==> config.mk <==
export PLATFORM = sky130hd
export DESIGN_NAME = b08_inv_flat
export DESIGN_NICKNAME = d
export VERILOG_FILES = /design/src/rtl/b08_inv_if.sv /design/src/rtl/b08_inv.sv /design/src/flat_wrapper.sv
export SDC_FILE = /design/constraint.sdc
export NUM_CORES = 1
export LEC_CHECK = 0
export CELL_PAD_IN_SITES_DETAIL_PLACEMENT = 0
export CELL_PAD_IN_SITES_GLOBAL_PLACEMENT = 1
export CORE_ASPECT_RATIO = 1.2
export CORE_UTILIZATION = 30
export DETAILED_ROUTE_END_ITERATION = 8
export PLACE_DENSITY = 0.57
export SETUP_SLACK_MARGIN = 0.2
export SLEW_MARGIN = 20
export SYNTH_ARGS = -nofsm -noshare
export SYNTH_HDL_FRONTEND = slang
export SYNTH_SLANG_ARGS = --single-unit
==> constraint.sdc <==
create_clock -name CLOCK -period 4.5 [get_ports CLOCK]
set_clock_uncertainty 0.15 [all_clocks]
set_input_delay 0.9 -clock CLOCK [delete_from_list [all_inputs] [get_ports CLOCK]]
set_output_delay 0.9 -clock CLOCK [all_outputs]
set_load 0.02 [all_outputs]
==> src/rtl/b08_inv_if.sv <==
// Request/response bundle for the b08 inverse search block.
// The master drives START and T; the slave returns O, FOUND and BUSY.
interface b08_inv_if;
  logic       START;
  logic [3:0] T;
  logic [7:0] O;
  logic       FOUND;
  logic       BUSY;

  modport master (
    output START,
    output T,
    input  O,
    input  FOUND,
    input  BUSY
  );

  modport slave (
    input  START,
    input  T,
    output O,
    output FOUND,
    output BUSY
  );
endinterface

==> src/rtl/b08_inv.sv <==
// Inverse of the b08 matcher: ascending search for the smallest 8-bit vector
// whose ROM match result equals the requested 4-bit target code.
module b08_inv (
  input logic        CLOCK,
  input logic        RESET,
  b08_inv_if.slave   bus
);

  localparam logic [1:0] S_IDLE   = 2'd0;
  localparam logic [1:0] S_INIT   = 2'd1;
  localparam logic [1:0] S_SEARCH = 2'd2;
  localparam logic [1:0] S_DONE   = 2'd3;

  // Fixed ROM: R1=[19:12], R2=[11:4], CODE=[3:0].
  function automatic logic [19:0] rom_entry(input logic [2:0] k);
    logic [19:0] e;
    case (k)
      3'd0:    e = 20'h7F97A;
      3'd1:    e = 20'h39D62;
      3'd2:    e = 20'hA8FFF;
      3'd3:    e = 20'hFF6BA;
      3'd4:    e = 20'hFFF6E;
      3'd5:    e = 20'hFFBA8;
      3'd6:    e = 20'hCA75B;
      3'd7:    e = 20'h2FFF4;
      default: e = 20'h00000;
    endcase
    return e;
  endfunction

  function automatic logic [3:0] res_of(input logic [7:0] c);
    logic [3:0]  acc;
    logic [19:0] e;
    acc = 4'h0;
    for (int k = 0; k < 8; k++) begin
      e = rom_entry(3'(k));
      if (((e[11:4] & ~c) | (e[19:12] & c) | (e[11:4] & e[19:12])) == 8'hFF) begin
        acc = acc | e[3:0];
      end else begin
        acc = acc;
      end
    end
    return acc;
  endfunction

  logic [1:0] state_q, state_d;
  logic [3:0] tgt_q,   tgt_d;
  logic [7:0] cand_q,  cand_d;
  logic       df_q,    df_d;
  logic [7:0] o_q,     o_d;
  logic       found_q, found_d;
  logic [3:0] res_s;

  // Next-state and datapath for the search sequencer.
  always_comb begin
    state_d = state_q;
    tgt_d   = tgt_q;
    cand_d  = cand_q;
    df_d    = df_q;
    o_d     = o_q;
    found_d = found_q;
    res_s   = res_of(cand_q);
    case (state_q)
      S_IDLE: begin
        if (bus.START) begin
          state_d = S_INIT;
        end else begin
          state_d = S_IDLE;
        end
      end
      S_INIT: begin
        tgt_d   = bus.T;
        cand_d  = 8'h00;
        state_d = S_SEARCH;
      end
      S_SEARCH: begin
        // The FF test comes before the increment so CAND never wraps.
        if (res_s == tgt_q) begin
          df_d    = 1'b1;
          state_d = S_DONE;
        end else if (cand_q == 8'hFF) begin
          df_d    = 1'b0;
          state_d = S_DONE;
        end else begin
          cand_d  = cand_q + 8'd1;
        end
      end
      S_DONE: begin
        if (!bus.START) begin
          o_d     = cand_q;
          found_d = df_q;
          state_d = S_IDLE;
        end else begin
          state_d = S_DONE;
        end
      end
      default: begin
        state_d = S_IDLE;
      end
    endcase
  end

  // State and result registers with asynchronous active-low reset.
  always_ff @(posedge CLOCK or negedge RESET) begin
    if (!RESET) begin
      state_q <= S_IDLE;
      tgt_q   <= 4'h0;
      cand_q  <= 8'h00;
      df_q    <= 1'b0;
      o_q     <= 8'h00;
      found_q <= 1'b0;
    end else begin
      state_q <= state_d;
      tgt_q   <= tgt_d;
      cand_q  <= cand_d;
      df_q    <= df_d;
      o_q     <= o_d;
      found_q <= found_d;
    end
  end

  assign bus.O     = o_q;
  assign bus.FOUND = found_q;
  assign bus.BUSY  = (state_q != S_IDLE);

endmodule

==> src/flat_wrapper.sv <==
// flat-port wrapper written by rule: the top's interface ports become plain ports
module b08_inv_flat 
  (CLOCK, RESET, bus_START, bus_T, bus_O, bus_FOUND, bus_BUSY);
  b08_inv_if bus_i ();
  input logic CLOCK;
  input logic RESET;
  input wire logic [$bits(bus_i.START)-1:0] bus_START;
  input wire logic [$bits(bus_i.T)-1:0] bus_T;
  output wire logic [$bits(bus_i.O)-1:0] bus_O;
  output wire logic [$bits(bus_i.FOUND)-1:0] bus_FOUND;
  output wire logic [$bits(bus_i.BUSY)-1:0] bus_BUSY;
  assign bus_i.START = bus_START;
  assign bus_i.T = bus_T;
  assign bus_O = bus_i.O;
  assign bus_FOUND = bus_i.FOUND;
  assign bus_BUSY = bus_i.BUSY;
  b08_inv u_core (.CLOCK(CLOCK), .RESET(RESET), .bus(bus_i));
endmodule
Yosys cells after proc, flatten, opt, wreduce, memory -nomap -nowiden:

Cells that the tools add are included.

* register bits: 24
* input port bits: 7
* output and inout port bits: 10
* word-level logic and storage cells: 58

* $add $sub $neg: 1
* eq/ne operators: 16
* muxes and demuxes: 18
* bitwise operators: 10
* reductions and logical operators: 7

Operator list (number)
* 2-to-1 mux 4 bit: 6
* 2-to-1 mux 8 bit: 2
* bitwise OR 7 x 8 -> 8 bit: 2
* bitwise OR 8 x 6 -> 8 bit: 2
* one-hot mux 8 bit (2 select lines): 1
* equality test 7 bit (second input constant): 2
* equality test 3 bit (second input constant): 3
* adder 8 x 1 -> 8 bit (second input constant): 1
* equality test 8 bit (second input constant): 1
* 2-to-1 mux 2 bit: 4
* NOT 8 bit: 1
* bitwise OR 8 x 7 -> 8 bit: 1
* one-hot mux 2 bit (4 select lines): 1
* bitwise OR 6 x 7 -> 7 bit: 1
* bitwise OR 7 x 6 -> 7 bit: 1
* equality test 2 bit (second input constant): 3
* nonzero test 2 bit: 3
* equality test 5 bit (second input constant): 1
* equality test 4 bit: 1
* equality test 4 bit (second input constant): 1
* inequality test 2 bit (second input constant): 2
* bitwise OR 3 x 4 -> 4 bit: 1
* AND reduction 2 bit: 2
* 2-to-1 mux 1 bit: 3
* 6 further kinds: 6

Longest topological paths before layout:

* depth after elaboration: 14
* depth in mapped cells: 11
* depth with buffers taken out: 9

Worst setup path after synthesis:

Ideal clock, no wire load.

* kind: register to register
* from: register u_core.cand_q[0]
* to: register u_core.cand_q[0]
* setup time: 0.126 ns
* data arrival time: 2.344 ns
* setup slack: 1.879 ns
* stages on the path, launching flop included: 10
* path buffers: 1
* clock period less this slack: 2.621 ns
* cells stage by stage: dfrtp_1 clkbuf_1 inv_1 ha_1 or4b_4 a41oi_2 nand3_1 nor3b_2 nor4_1 a311o_1

* cells in the longest elaborated chain, start to end: 12
* elaborated cells on any way between the ends: 27
* those cells by class: 1 x add/sub; 9 x eq/ne; 10 x mux; 6 x bitwise; 1 x reduce/logical

RTL lines
* start, declared: RTL line b08_inv.sv:48 `logic [7:0] cand_q, cand_d;`
* start signal, assigned: RTL line b08_inv.sv:115 `cand_q <= cand_d;`
* bitwise OR 8 x 6 -> 8 bit or NOT 8 bit (tied branches)
* equality test 7 bit or bitwise OR 7 x 6 -> 7 bit (tied branches): RTL line b08_inv.sv:37 `if (((e[11:4] & ~c) | (e[19:12] & c) | (e[11:4] & e[19:12])) == 8'hFF) begin`
* 2-to-1 mux 2 bit or equality test 5 bit (tied branches): RTL line b08_inv.sv:37
* 2-to-1 mux 4 bit (5 in series): RTL line b08_inv.sv:37
* 2-to-1 mux 3 bit: RTL line b08_inv.sv:37
* equality test 4 bit: RTL line b08_inv.sv:78 `if (res_s == tgt_q) begin`
* inequality test 2 bit (no source line)
* AND reduction 3 bit (no source line)

Parallel ways exist; a longest one is shown, timed or not. The select of a mux whose other input is x is not followed.
A chain may end at the register's enable or synchronous reset.

Worst setup path in the final report:

Same ends and word-level chain as after synthesis.

==> metrics.md <==
| Metric | Value |
|---|---|
| First-pass GRT wire length | 6065 um |
| CTS H-Tree Depth | 1 |
| Final Instance Area | 0.001713 sq mm |
| FF-to-FF Start | u_core.cand_q[0] |
| Most common library cell in the layout ignoring fill and taps | dfrtp_1 |
| CP Data Required Time | 4520 ps |
| Share of layout cells above drive strength 1 | 12.88% |
| Cell Area, Synth | 0.001458 sq mm |
| Most frequent cells in the layout | dfrtp_1, clkdlybuf4s50_1, nand3_1, nand2_1, mux2_2 |
| Worst skew pair latency | 280 ps |
| Synth warn | 0 |
| Vias | 1207 |
| GR Overflow Total | 0 |
| Tot GR Track Use | 15.52% |
| Final wirelength | 3622 um |
| Post-synth cell types | 39 |
| Cells after synthesis | 153 |
| CTS Buf Count | 3 |
| DIE AREA | 0.005142 sq mm |
| Fin crit share | 66.56% |
| Status | finished, final reports clean |
| WL/cell | 16.39 um |
| CP endpoint kind | flip-flop |
| Syn-to-layout area delta | 17.51% |
| Tightest Pin Transition | 528.5 ps |
| Post-synthesis async set-or-reset flop share | 100.0% |
| Ant diodes | 0 |
| Worst setup path start | u_core.cand_q[0] |
| Core area | 0.004628 sq mm |
| Max Cap Viol | 0 |
| Die height | 78.36 um |
| Clk root buf | clkbuf_8 |
| Synth Flop Type | dfrtp_1 |
| Final Wtd Congestion | 0.8181 |
| Vias per inst | 5.462 |
| Yosys top cell by area | dfrtp_1 |
| Max Freq | 0.3339 GHz |
| Synthesized flop and latch total | 24 |
| Max FO, Critical Path | 10 |
| Crit start category | flip-flop |
| RSZ-0062 raised after global routing | false |
| Largest net degree at the start of global routing | 23 |
| DR iter-0 viols | 41 |
| Drt pass-1 iters | 4 |
| Worst Hold Class | flip-flop to flip-flop |
| Detail Placement HPWL | 2566 um |
| Final hold vios | 0 |
| Max VDD drop | 391.3 uV |
| Io pins | 17 |
| Post-cts gate resize count | 0 |
| CTS sink count | 24 |
| Hold_sp | u_core.bus.O[7] |
| Fin Setup TNS | 0 ps |
| Vias in the first global route | 1166 |
| Clock buffer depth | 2 |
| Sequential fraction of the synthesis area | 41.20% |
| CTS tree | built |
| # rows | 27 |
| Post-CTS Setup Bufs | 0 |
| Reg clk slew, reported paths | 100 ps |
| Die width | 65.63 um |
| Max-slew violations | 0 |
| Residual DRC | 0 |
| Final Setup Violations | 0 |
| Crit Path Class | flip-flop to flip-flop |
| Crit path arrival time | 3010 ps |
| EDFF count, synth | 0 |
| Initial antenna violation count | 0 |
| Worst rel slew slack | 64.61% |
| Hold buffer count at cts | 0 |
| Initial core utilization | 31.49% |
| Min Tclk post-route | 2995 ps |
| Leakage | 0.7215 nW |
| Avg Inst Size Synth | 9.527 sq um |
| Most area-consuming cells after synthesis | dfrtp_1, ha_1, mux2_2 |
| NumNets Final | 180 |
| DRT antenna net count | 0 |
| P per Cell Area | 566.9 mW/mm^2 |
| IO buf count | 16 |
| Syn nets | 169 |
| Top-area cell type share of the netlist area | 41.20% |
| Cell Area, Placed | 0.001647 sq mm |
[worst paths after layout]
path,endpoint,slack [ps],depth (start not counted)
worst max-delay path,u_core.cand_q[0],1500,9
worst min-delay path,u_core.bus.O[7],340,2
worst max register to register,u_core.cand_q[0],1500,9
worst min register to register,u_core.bus.O[7],340,2
max in group asynchronous,u_core.bus.O[3],3320,2
min in group asynchronous,u_core.tgt_q[2],430,1
[layout make-up]
class | instances | area (sq um)
flip-flops and latches | 24 | 600.6
well taps | 58 | 72.57
inverters | 9 | 33.78
multi-input cells | 109 | 772.0
repair buffers | 17 | 162.7
clock buffers | 3 | 41.29
fillers | 462 | 2915
clock inverters | 1 | 30.03
[power by group]
| part | switching, mW | leakage [nW] | total, mW | internal (mW) |
|---|---|---|---|---|
| combinational | 0.250 | 0.369 | 0.441 | 0.191 |
| clock | 0.0770 | 0.0357 | 0.196 | 0.119 |
| sequential | 0.0671 | 0.316 | 0.334 | 0.267 |
[worst max-delay path: stages, from the launching register on]
cell and delay [ps]:
dfrtp_1 530, inv_1 150, ha_1 240, or4b_4 230
o311ai_1 90, a311oi_1 330, o221a_2 270, or3b_1 340
o21ai_2 160, a311o_1 380
[Yosys cell counts, types with 2 or more instances]
cell and count:
nor3_1 6, buf_2 2, nand2b_1 2, nor4_1 6, nand4_1 4, inv_1 9, a21oi_1 3, clkbuf_1 8
nand2_1 11, o21ai_1 2, a311oi_1 2, mux2_2 10, dfrtp_1 24, o21ai_0 5, nand3_1 11, nor2_1 9
and3_1 3, a31oi_1 7, ha_1 9
[kinds of logic after synthesis]
logic type	after synthesis	share of synthesized area, %
muxes	11	8.412
AOI/OAI and AO/OA	30	14.94
and+or+nand+nor	59	21.89
adders and majority gates	9	7.725
buffers and inverters	20	5.837
DFF	24	41.20
[flip-flops by register name, summed over array words and instances (netlist names)]
name              count
u_core.bus.FOUND      1
u_core.bus.O          8
u_core.state_q        2
u_core.df_q           1
u_core.cand_q         8
u_core.tgt_q          4
[through the flow]
| stage | total power, mW | util (%) | setup WS, ps | hold WS (ps) | cells |
|---|---|---|---|---|---|
| floorplan | 0.6567 | - | 1879 | 300.2 | 153 |
| global placement | 0.7720 | 35.58 | 1713 | 319.5 | 217 |
| detailed placement | 0.7759 | 35.58 | 1585 | 324.0 | 217 |
| CTS | 0.9787 | 37.12 | 1534 | 344.9 | 221 |
| global route | 1.049 | 37.01 | 1285 | 383.6 | 221 |
| finish | 0.9710 | 37.01 | 1505 | 342.5 | 221 |
[routing by layer]
| metal | GRT usage [%] | routed length (um) | part of all wire [%] | vias up |
|---|---|---|---|---|
| met3 | 2.180 | 117 | 3.2 | 7 |
| li1 | - | - | - | 581 |
| met4 | 5.652 | 72 | 2.0 | 0 |
| met1 | 20.11 | 1628 | 45 | 594 |
| met2 | 25.71 | 1804 | 50 | 25 |
| met5 | 0 | 0 | 0 | - |
(Power assumes the default switching activity.)
